===== src/rtl/video_sprite_anim_ctrl.sv =====
// Per-frame sprite motion controller and write arbiter for the sprite core register port.
// Define SPRITE_ANIM_BOUNCE_EN for bounce-off-edges; otherwise positions wrap around.
module video_sprite_anim_ctrl #(
  parameter int unsigned SPRITE_RAM_AW = 10,
  parameter int unsigned SPRITE_HSIZE  = 32,
  parameter int unsigned SPRITE_VSIZE  = 32,
  parameter int unsigned H_DISPLAY     = 640,
  parameter int unsigned V_DISPLAY     = 480
) (
  input  logic                   clk,
  input  logic                   rst,
  input  logic                   frame_start,
  input  logic                   cfg_write,
  input  logic [2:0]             cfg_address,
  input  logic [31:0]            cfg_writedata,
  input  logic                   host_write,
  input  logic [SPRITE_RAM_AW:0] host_address,
  input  logic [31:0]            host_writedata,
  output logic                   host_waitrequest,
  output logic                   avm_write,
  output logic [SPRITE_RAM_AW:0] avm_address,
  output logic [31:0]            avm_writedata,
  output logic                   busy
);

  localparam int unsigned AW = SPRITE_RAM_AW + 1;
  localparam logic signed [16:0] XMax = 17'(H_DISPLAY - SPRITE_HSIZE);
  localparam logic signed [16:0] YMax = 17'(V_DISPLAY - SPRITE_VSIZE);
  localparam logic [AW-1:0] AddrX = AW'(32'd4);
  localparam logic [AW-1:0] AddrY = AW'(32'd8);

  typedef enum logic [1:0] {StIdle, StCalc, StWrX, StWrY} state_e;

  state_e            state_q;
  logic              pending_q, busy_q, own_q, enable_q, enable_d;
  logic [AW-1:0]     ctrl_addr_q;
  logic [31:0]       ctrl_data_q;
  logic [15:0]       pos_x_q, pos_x_d, pos_y_q, pos_y_d;
  logic [15:0]       vx_q, vx_d, vy_q, vy_d;
  logic signed [16:0] nx, ny;
  logic [16:0]       fix_x, fix_y;
  logic              host_acc, snoop_x, snoop_y;

  // Returns {velocity_flip, new_position} for one axis.
  function automatic logic [16:0] edge_fix(input logic signed [16:0] n,
                                           input logic signed [16:0] max);
`ifdef SPRITE_ANIM_BOUNCE_EN
    if (n < 17'sd0) return {1'b1, 16'd0};
    if (n > max)    return {1'b1, max[15:0]};
`else
    if (n < 17'sd0) return {1'b0, 16'(n + max + 17'sd1)};
    if (n > max)    return {1'b0, 16'(n - max - 17'sd1)};
`endif
    return {1'b0, n[15:0]};
  endfunction

  assign host_acc = host_write & ~own_q & ~rst;
  assign snoop_x  = host_acc && (host_address == AddrX);
  assign snoop_y  = host_acc && (host_address == AddrY);

  always_comb begin
    pos_x_d  = pos_x_q;
    pos_y_d  = pos_y_q;
    vx_d     = vx_q;
    vy_d     = vy_q;
    enable_d = enable_q;
    nx       = $signed({1'b0, pos_x_q}) + $signed({vx_q[15], vx_q});
    ny       = $signed({1'b0, pos_y_q}) + $signed({vy_q[15], vy_q});
    fix_x    = edge_fix(nx, XMax);
    fix_y    = edge_fix(ny, YMax);
    if (state_q == StCalc) begin
      if (!snoop_x) begin
        pos_x_d = fix_x[15:0];
        if (fix_x[16]) vx_d = -vx_q;
      end
      if (!snoop_y) begin
        pos_y_d = fix_y[15:0];
        if (fix_y[16]) vy_d = -vy_q;
      end
    end
    // A host origin write always overrides the computed step.
    if (snoop_x) pos_x_d = host_writedata[15:0];
    if (snoop_y) pos_y_d = host_writedata[15:0];
    if (cfg_write) begin
      case (cfg_address)
        3'h0:    enable_d = cfg_writedata[0];
        3'h4:    {vy_d, vx_d} = cfg_writedata;
        default: ;
      endcase
    end
  end

  always_ff @(posedge clk) begin
    if (rst) begin
      state_q     <= StIdle;
      pending_q   <= 1'b0;
      busy_q      <= 1'b0;
      own_q       <= 1'b0;
      ctrl_addr_q <= '0;
      ctrl_data_q <= '0;
      enable_q    <= 1'b0;
      pos_x_q     <= '0;
      pos_y_q     <= '0;
      vx_q        <= '0;
      vy_q        <= '0;
    end else begin
      enable_q <= enable_d;
      pos_x_q  <= pos_x_d;
      pos_y_q  <= pos_y_d;
      vx_q     <= vx_d;
      vy_q     <= vy_d;
      unique case (state_q)
        StIdle: begin
          if (enable_q && (frame_start || pending_q)) begin
            state_q   <= StCalc;
            pending_q <= 1'b0;
            busy_q    <= 1'b1;
          end
        end
        StCalc: begin
          state_q     <= StWrX;
          own_q       <= 1'b1;
          ctrl_addr_q <= AddrX;
          ctrl_data_q <= {16'h0, pos_x_d};
          if (frame_start && enable_q) pending_q <= 1'b1;
        end
        StWrX: begin
          state_q     <= StWrY;
          ctrl_addr_q <= AddrY;
          ctrl_data_q <= {16'h0, pos_y_d};
          if (frame_start && enable_q) pending_q <= 1'b1;
        end
        StWrY: begin
          state_q     <= StIdle;
          own_q       <= 1'b0;
          busy_q      <= 1'b0;
          ctrl_addr_q <= '0;
          ctrl_data_q <= '0;
          if (frame_start && enable_q) pending_q <= 1'b1;
        end
      endcase
    end
  end

  // Outputs are forced quiet while reset is asserted, even mid-sequence.
  assign host_waitrequest = own_q & ~rst;
  assign avm_write        = ~rst & (own_q | host_write);
  assign avm_address      = rst ? '0 : (own_q ? ctrl_addr_q : host_address);
  assign avm_writedata    = rst ? '0 : (own_q ? ctrl_data_q : host_writedata);
  assign busy             = busy_q & ~rst;

endmodule


===== config.mk =====
export PLATFORM = sky130hd
export DESIGN_NAME = video_sprite_anim_ctrl
export DESIGN_NICKNAME = d
export VERILOG_FILES = /design/src/rtl/video_sprite_anim_ctrl.sv
export SDC_FILE = /design/constraint.sdc
export NUM_CORES = 1
export LEC_CHECK = 0
export ABC_AREA = 1
export BUFFER_PORTS_ARGS = -buffer_cell sky130_fd_sc_hd__buf_2
export CAP_MARGIN = 20
export CORE_MARGIN = 5
export CORE_UTILIZATION = 50
export DETAILED_ROUTE_END_ITERATION = 12
export PLACE_DENSITY = 0.8
export RECOVER_POWER = 100
export REMOVE_ABC_BUFFERS = 1
export SLEW_MARGIN = 10
export SYNTH_ARGS = -nofsm -noshare
export SYNTH_HDL_FRONTEND = slang
export SYNTH_SLANG_ARGS = --single-unit

===== constraint.sdc =====
create_clock -name clk -period 4.5 [get_ports clk]
set_clock_uncertainty 0.2 [all_clocks]
set_input_delay 0.45 -clock clk [delete_from_list [all_inputs] [get_ports clk]]
set_output_delay 0.45 -clock clk [all_outputs]
set_load 0.01 [all_outputs]

==> results of run 1 <==
[synthesized netlist by cell type (all sizes together) (3+ instances only)]
cell type and n:
o21ai 89, nand2 530, clkbuf 33, nand3b 13, or2 5, o211ai 6, buf 11, a21oi 78
o22ai 6, nand4 23, ha 43, xnor2 3, nor4 3, nand3 144, nor3 14, o21bai 5
and2 8, xor2 17, nor2 128, dfxtp 88, inv 222
[cell usage in the layout, fill, tap and decap left out, types with 3 or more instances in the layout]
cell type and count:
nand4_1 23, o211ai_1 6, o21ai_1 6, ha_1 43, and2_0 3, or2_2 4, nand2_2 15, nand3b_1 13
nor2_1 124, nand3_2 3, xnor2_1 3, nand3_1 141, a21oi_1 77, and2_1 5, inv_1 219, nor4_1 3
dfxtp_1 88, nor3_1 14, clkbuf_1 48, clkinvlp_4 3, clkbuf_16 9, nand2_1 515, buf_4 5, nor2_2 4
buf_2 84, o22ai_1 6, o21bai_1 4, o21ai_0 83, clkinv_1 3, xor2_1 17
[layout make-up]
| cell class | count | area (sq um) | area share [%] |
|---|---|---|---|
| clock buffer | 9 | 225 | 2.44 |
| tap | 216 | 270 | 2.93 |
| timing repair buffer | 137 | 638 | 6.92 |
| multi-input combinational | 1120 | 5400 | 58.6 |
| sequential | 88 | 1760 | 19.1 |
| inverter | 224 | 841 | 9.12 |
| clock inverter | 7 | 77.6 | 0.842 |
[stage by stage]
step           worst slack [ns]  hold WS, ns  power (mW)
4_1_cts                   0.965        0.167        5.41
5_1_grt                   0.274        0.174        5.95
3_5_place_dp              0.974        0.241        4.59
3_3_place_gp               1.06        0.237        4.57
2_1_floorplan              1.29        0.229        3.66
6_report                  0.533        0.175        5.45
[where the power goes]
| group | total, mW | internal, mW | switching, mW |
|---|---|---|---|
| Sequential | 1.15 | 0.992 | 0.154 |
| Combinational | 3.50 | 1.12 | 2.38 |
| Clock | 0.795 | 0.436 | 0.359 |
[state kept, by name (all words and copies together), names as in the netlist]
signal,cells
busy_q,1
ctrl_addr_q,2
ctrl_data_q,16
enable_q,1
own_q,1
pending_q,1
pos_x_q,16
pos_y_q,16
state_q,2
vx_q,16
vy_q,16
[worst paths after layout]
| path | end | slack [ns] | cells past startpoint |
|---|---|---|---|
| setup / recovery | avm_writedata[13] | 0.53 | 5 |
| hold / removal | vy_q[9]$_SDFFE_PP0P_ | 0.17 | 3 |
| setup reg to reg | ctrl_data_q[0]$_SDFFE_PP0P_ | 0.68 | 23 |
| hold reg to reg | vy_q[5]$_SDFFE_PP0P_ | 0.25 | 2 |
[cell families after synthesis]
family,Yosys count
and+or+nand+nor,868
buffers and inverters,268
AOI/OAI and AO/OA,187
DFF,88
adders and majority gates,45
xor gates and xnor gates,20
[layer usage]
| layer | global-route usage [%] | vias up | wire (um) |
|---|---|---|---|
| li1 | - | 4871 | - |
| met1 | 40.9 | 4334 | 12700 |
| met2 | 40.8 | 443 | 11100 |
| met3 | 4.24 | 54 | 2480 |
| met4 | 8.94 | 2 | 699 |
| met5 | 0 | - | 13 |
[worst max-delay path, stage by stage, from the launching register on]
cell      delay (ns)
dfxtp_1         0.31
inv_1           0.06
clkbuf_1        1.02
nand2_1         0.74
o21ai_0         0.61
clkbuf_1        0.22
==> flow_summary.json, run 1 <==
{
  "clock_tree.htree_level_count": 3,
  "syn_inst": 1476,
  "status": "finished with violations",
  "end_kind": "output pin",
  "synth_xor_area_share_pct": 2.13,
  "synthAdderAreaFrac_pct": 7.04,
  "final_net_count": 1708,
  "die_y_um": 138,
  "drive_gt1_share_pct": 8.52,
  "antenna_found_initial": 1,
  "crit_type": "reg2out",
  "slew_viol_final": 122,
  "period_share_pct": 88.2,
  "maxSlewHeadroom_pct": -71.3,
  "critical_path.max_fanout": 31,
  "synth.area.top_cells": "nand2_1, dfxtp_1, inv_1",
  "synthArstFlopShare_pct": 0,
  "fp.dieW_um": 138,
  "synthMuxAreaShare_pct": 0,
  "numClockSinks": 88,
  "synth_top_area_cell": "nand2_1",
  "ctsResizeCount": 0,
  "tightest_slew_ns": 2.57,
  "grt_util_all_layers_pct": 27.6,
  "fmax_ghz": 0.252,
  "required_ns": 3.85,
  "syn_avg_cell_area_sq_um": 5.56,
  "power.leakage_nw": 4.98,
  "synth_top_area_share_pct": 23.3,
  "postCtsHoldBufs": 0,
  "startpoint_type": "flip-flop",
  "final_util_pct": 57.6,
  "clk_path_buf_depth": 2,
  "root_buffer": "clkbuf_16",
  "tritoncts": "built",
  "crit_start": "own_q$_SDFFE_PP0P_",
  "grt_max_degree": 65,
  "setup_viol": 0,
  "tns_ns": 0,
  "drt-wirelength-per-cell_um": 15.0,
  "drc": 0,
  "synthDistinctLibCells": 36,
  "min-delay-start": "cfg_writedata[25]",
  "ys.flop_type": "dfxtp_1",
  "initial_core_util_pct": 51.3,
  "clkTransAtPathRegs_ns": 0.07,
  "hp-class": "in2reg",
  "overflow": 0,
  "ys_seq_area_share_pct": 21.5,
  "first_iter_violations": 960,
  "synth_simple_gate_area_share_pct": 44.8,
  "synth_top_family_by_area": "simple AND/OR/NAND/NOR gates",
  "dpl_cell_area_sq_um": 9010,
  "grt_pass1_wl_um": 44000,
  "finalWirelength_um": 27000,
  "rsz0062_at_grt": "no",
  "nFillCells": 1728,
  "area_growth_pct": 12.3,
  "cts-buffers-inserted": 9,
  "dieArea_sq_um": 19100,
  "yosys_warnings": 0,
  "instances_no_fill": 1801,
  "post_cts_buffers": 0,
  "dr_total_vias": 9704,
  "placed_cells": 1785,
  "via_per_inst": 5.39,
  "synth_area_sq_um": 8210,
  "post-route-cell-area_sq_um": 9220,
  "hpwl_um": 21600,
  "port_buffers": 128,
  "synth_seq_cells": 88,
  "cap_violations": 2,
  "core_area_sq_um": 16000,
  "grt_pass1_vias": 8588,
  "reg2reg_from": "vx_q[0]$_SDFFE_PP0P_",
  "boundaryPins": 129,
  "gp_congestion": 1.03,
  "row_count": 46,
  "irDropWorstVdd_mv": 0.430,
  "insertion_delay_ns": 0.35,
  "first_pass_iters": 6,
  "report.final.hold_viol_count": 0,
  "ant_nets": 0,
  "period_needed_ns": 3.97,
  "synth_edf_count": 0,
  "powerDensity_nw_per_um2": 591,
  "cp_data_arrival_time_ns": 3.32,
  "violations": "max-capacitance violations, max-slew violations",
  "antenna_cells": 0,
  "synth_compound_area_share_pct": 12.1
}
Note: power is estimated with default switching activity, not from simulation.
==> run 2, diff against run 1 <==
Settings changed: CELL_PAD_IN_SITES_DETAIL_PLACEMENT set to 0, CELL_PAD_IN_SITES_GLOBAL_PLACEMENT set to 1, CORE_UTILIZATION 50 to 42, PLACE_DENSITY 0.8 to 0.95.
==> run 2 against run 1 <==
The flow still finishes with violations (max-capacitance violations, max-slew violations). Sequential cell count unchanged. Sequential power about the same. Count of clock-buffer cells in the layout up 2. Sequential share of layout area down 0.14 points. Largest cell class unchanged. First-iteration DRC count down 23%. Non-clock buffer count unchanged. Die area up 18%.
==> flow_summary.json, run 2 (synthesis gave the netlist of run 1 again) <==
{
  "tns_ns": 0,
  "violations": "max-capacitance violations, max-slew violations",
  "power.leakage_nw": 4.98,
  "period_share_pct": 86.2,
  "row_count": 51,
  "tritoncts": "built",
  "mostFrequentLayoutCell": "nand2_1",
  "cpPeakStageDelay_ns": 0.68,
  "tightest_slew_ns": 2.47,
  "hp-class": "in2reg",
  "final_cell_mix": "nand2_1, inv_1, nand3_1",
  "report.final.hold_viol_count": 0,
  "swShare_pct": 52.7,
  "grt_pass1_wl_um": 43500,
  "drive_gt1_share_pct": 8.96,
  "p_clk_share_pct": 14.3,
  "clk_path_buf_depth": 2,
  "initial_core_util_pct": 42.5,
  "clock_tree.htree_level_count": 3,
  "post-route-cell-area_sq_um": 9280,
  "overflow": 0,
  "first_pass_iters": 5,
  "maxSlewHeadroom_pct": -64.3,
  "setup_viol": 0,
  "numClockSinks": 88,
  "combPwrFrac_pct": 64.3,
  "reg2reg_from": "pos_x_q[0]$_SDFF_PP0_",
  "slowest_stage": "clkbuf_1",
  "grt_max_degree": 61,
  "ctsResizeCount": 0,
  "cts-buffers-inserted": 9,
  "rsz0062_at_grt": "no",
  "min-delay-start": "cfg_writedata[18]",
  "path_cells": "inv_1, clkbuf_1, nor2_1, clkbuf_1, inv_1, o22ai_1, clkbuf_1",
  "area_growth_pct": 13.1,
  "whs_ns": 0.170,
  "ant_nets": 0,
  "irDropWorstVdd_mv": 0.341,
  "root_buffer": "clkbuf_16",
  "postCtsHoldBufs": 0,
  "internal_power_mw": 2.52,
  "via_per_inst": 5.10,
  "grt_pass1_vias": 8590,
  "fp.dieW_um": 150,
  "gp_congestion": 0.942,
  "grt_util_all_layers_pct": 24.0,
  "final_net_count": 1708,
  "core_area_sq_um": 19300,
  "cap_violations": 2,
  "slew_viol_final": 91,
  "seq_area_sq_um": 1760,
  "power_frac_seq_pct": 21.4,
  "fmax_ghz": 0.258,
  "first_iter_violations": 741,
  "reg2reg_slack_ns": 0.90,
  "p_total_mw": 5.33,
  "cp_data_arrival_time_ns": 3.23,
  "dpl_cell_area_sq_um": 9070,
  "startpoint_type": "flip-flop",
  "period_needed_ns": 3.88,
  "hold_path_end": "vy_q[2]$_SDFFE_PP0P_",
  "crit_top_cell": "clkbuf_1",
  "hpwl_um": 21200,
  "end_kind": "output pin",
  "required_ns": 3.85,
  "crit_type": "reg2out",
  "drc": 0,
  "antenna_found_initial": 0,
  "switchingPower_mw": 2.81,
  "nFillCells": 2172,
  "finalWirelength_um": 26600,
  "rr_worst_depth": 22,
  "powerDensity_nw_per_um2": 574,
  "die_y_um": 150,
  "r2r-end": "ctrl_data_q[15]$_SDFFE_PP0P_",
  "clkTransAtPathRegs_ns": 0.07,
  "antenna_cells": 0,
  "port_buffers": 128,
  "dr_total_vias": 9441,
  "insertion_delay_ns": 0.35,
  "drt-wirelength-per-cell_um": 14.4,
  "boundaryPins": 129,
  "multi_input_area_sq_um": 5410,
  "holdPathStages": 3,
  "final_util_pct": 48.0,
  "dieArea_sq_um": 22400,
  "post_cts_buffers": 0,
  "critical_path.max_fanout": 31,
  "status": "finished with violations"
}
[run 2: through the flow]
| stage | setup slack [ns] | instances |
|---|---|---|
| finish | 0.620 | 1850 |
| global route | 0.377 | 1850 |
| CTS | 1.02 | 1850 |
| detailed placement | 1.07 | 1834 |
| global placement | 1.07 | 1834 |
| floorplan | 1.29 | 1432 |
[run 2: power groups by stage]
stage	sequential, mW	combinational, mW	clock [mW]
2_1_floorplan	1.09	2.57	0
3_3_place_gp	1.16	3.39	0
3_5_place_dp	1.16	3.39	0
4_1_cts	1.14	3.41	0.778
5_1_grt	1.16	3.92	0.812
6_report	1.14	3.43	0.764
[run 2: layer usage]
layer | track usage (%) | routed length, um | part of all wire (%) | up-vias
li1 | - | - | - | 4877
met1 | 36.5 | 13300 | 50 | 4218
met2 | 35.9 | 11100 | 42 | 319
met3 | 2.76 | 1800 | 6.8 | 27
met4 | 5.86 | 423 | 1.6 | 0
met5 | 0 | 0 | 0 | -
[run 2: worst max-delay path by stage]
stage,from,end,slack [ns],depth (start not counted)
floorplan,pos_x_q[0]$_SDFF_PP0_,ctrl_data_q[5]$_SDFFE_PP0P_,1.29,22
global route,vx_q[0]$_SDFFE_PP0P_,ctrl_data_q[5]$_SDFFE_PP0P_,0.38,24
CTS,vx_q[0]$_SDFFE_PP0P_,ctrl_data_q[5]$_SDFFE_PP0P_,1.02,25
global placement,pos_x_q[0]$_SDFF_PP0_,ctrl_data_q[15]$_SDFFE_PP0P_,1.07,21
finish,own_q$_SDFFE_PP0P_,avm_writedata[0],0.62,7
detailed placement,vx_q[0]$_SDFFE_PP0P_,ctrl_data_q[5]$_SDFFE_PP0P_,1.07,25
[run 2: cell type report]
cell class	count	share of cell area, %
repair buffers	137	6.93
multi-input cells	1120	58.3
inverters	224	9.06
well taps	265	3.57
flip-flops and latches	88	19.0
clock inverters	5	0.431
clock buffers	11	2.72
[run 2: worst max-delay path, delay by kind of cell, from the launching register on]
| family | cells | cell delay (ns) |
|---|---|---|
| buffers and inverters | 5 | 1.88 |
| and+or+nand+nor | 1 | 0.37 |
| AOI/OAI and AO/OA | 1 | 0.27 |
| DFF | 1 | 0.33 |
==> run 3, diff against run 2 <==
Settings changed: CORE_ASPECT_RATIO set to 1.4.
==> run 3 against run 2 <==
Register-to-register slack got worse by 0.29 ns. Final cell count fell by 0.97%. Clock power rose by 13%. Count of clock-buffer cells in the layout fell by 2. Critical path type is now reg2reg. Core utilization rose by 0.26 points. Largest cell class unchanged. The run still ends with max-capacitance violations, max-slew violations left. Largest power group unchanged. Global-route usage fell by 0.58 points. Worst hold slack got worse by 0.011 ns.
==> flow_summary.json, run 3 (synthesis gave the netlist of run 1 again) <==
{
  "tightest_slew_ns": 1.66,
  "violations": "max-capacitance violations, max-slew violations",
  "grt_pass1_wl_um": 42400,
  "numClockSinks": 88,
  "fp.dieW_um": 128,
  "die_y_um": 175,
  "drive_gt1_share_pct": 8.52,
  "cap_violations": 1,
  "power.leakage_nw": 4.99,
  "fmax_ghz": 0.257,
  "core_area_sq_um": 19200,
  "slew_viol_final": 35,
  "irDropWorstVdd_mv": 0.216,
  "fin_ws_ns": 0.611,
  "grt_pass1_vias": 8902,
  "ant_nets": 0,
  "period_share_pct": 86.4,
  "cp_data_arrival_time_ns": 3.88,
  "insertion_delay_ns": 0.37,
  "grt_util_all_layers_pct": 23.4,
  "clk_path_buf_depth": 2,
  "drt-wirelength-per-cell_um": 14.5,
  "final_util_pct": 48.3,
  "path_cells": "ha_1, inv_1, fa_1, inv_1, nand3_1, nand2_1, nand2_1, nand2_1, nand2_1, nand2_1, nand2_1, nand2_1, nand2_1, inv_2, nand4_1, nand2_1, nand2_1, nand2_1, nand2_1, o21ai_1, o21ai_0, a21oi_1, nor2_1",
  "mostFrequentLayoutCell": "nand2_1",
  "reg2reg_from": "pos_x_q[0]$_SDFF_PP0_",
  "end_kind": "flip-flop",
  "boundaryPins": 129,
  "ctsResizeCount": 0,
  "powerDensity_nw_per_um2": 583,
  "grt_max_degree": 65,
  "setup_viol": 0,
  "period_needed_ns": 3.89,
  "report.final.hold_viol_count": 0,
  "overflow": 0,
  "hpwl_um": 21300,
  "required_ns": 4.49,
  "row_count": 60,
  "instances_no_fill": 1832,
  "drc": 0,
  "area_growth_pct": 13.0,
  "initial_core_util_pct": 42.7,
  "clkTransAtPathRegs_ns": 0.07,
  "min-delay-start": "cfg_writedata[29]",
  "rsz0062_at_grt": "no",
  "clock_tree.htree_level_count": 3,
  "tns_ns": 0,
  "status": "finished with violations",
  "nFillCells": 2198,
  "dieArea_sq_um": 22500,
  "postCtsHoldBufs": 0,
  "crit_start": "pos_x_q[0]$_SDFF_PP0_",
  "pre_cts_ws_ns": 0.917,
  "cts-buffers-inserted": 9,
  "critical_path.max_fanout": 11,
  "root_buffer": "clkbuf_16",
  "via_per_inst": 5.08,
  "placed_cells": 1815,
  "gp_congestion": 0.942,
  "post_cts_buffers": 0,
  "first_iter_violations": 481,
  "tritoncts": "built",
  "post-route-cell-area_sq_um": 9280,
  "port_buffers": 128,
  "cpPeakStageDelay_ns": 0.41,
  "dr_total_vias": 9315,
  "antenna_found_initial": 0,
  "startpoint_type": "flip-flop",
  "hp-class": "in2reg",
  "antenna_cells": 0,
  "final_cell_mix": "nand2_1, inv_1, nand3_1",
  "dpl_cell_area_sq_um": 9030,
  "slowest_stage": "fa_1",
  "crit_type": "reg2reg",
  "maxSlewHeadroom_pct": -10.5,
  "final_net_count": 1707,
  "finalWirelength_um": 26600,
  "first_pass_iters": 6,
  "crit_top_cell": "nand2_1"
}
==> run 3: path summary, 6_finish.rpt <==
kind | endpoint | slack, ns | depth (start not counted)
setup / recovery | ctrl_data_q[0]$_SDFFE_PP0P_ | 0.61 | 23
hold / removal | vy_q[13]$_SDFFE_PP0P_ | 0.16 | 3
setup reg to reg | ctrl_data_q[0]$_SDFFE_PP0P_ | 0.61 | 23
hold reg to reg | vy_q[9]$_SDFFE_PP0P_ | 0.25 | 2
==> run 3: area by class of cell <==
cell class / instances / area [sq um] / share of cell area (%)
clock buffer: 9 / 225 / 2.43
clock inverter: 7 / 101 / 1.09
sequential: 88 / 1760 / 19.0
tap: 248 / 310 / 3.34
multi-input combinational: 1120 / 5400 / 58.2
timing repair buffer: 136 / 636 / 6.85
inverter: 224 / 841 / 9.06
==> run 3: metrics by stage <==
step | power (mW) | hold slack (ns)
2_1_floorplan | 3.66 | 0.229
3_3_place_gp | 4.51 | 0.237
3_5_place_dp | 4.53 | 0.241
4_1_cts | 5.43 | 0.158
5_1_grt | 5.94 | 0.174
6_report | 5.41 | 0.159
==> run 3: power by group <==
part           internal [mW]  switching, mW  leakage (nW)  total [mW]
Combinational           1.11           2.28          4.12        3.40
Clock                  0.493          0.372         0.153       0.866
Sequential             0.992          0.156         0.718        1.15
Total                   2.60           2.81          4.99        5.41
==> run 3: worst max-delay path: cells and delay by family (launching register included) <==
family	cells	cell delay, ns
simple gates	15	1.81
buf+inv	3	0.28
fa+ha+maj	2	0.64
compound gates	3	0.43
flops	1	0.35
==> run 3: routing by layer <==
layer | up-vias | track usage [%] | part of all wire [%]
li1 | 4883 | - | -
met5 | - | 0 | 0
met3 | 80 | 1.95 | 3.1
met1 | 4118 | 25.1 | 39
met2 | 234 | 43.7 | 52
met4 | 0 | 14.1 | 5.5
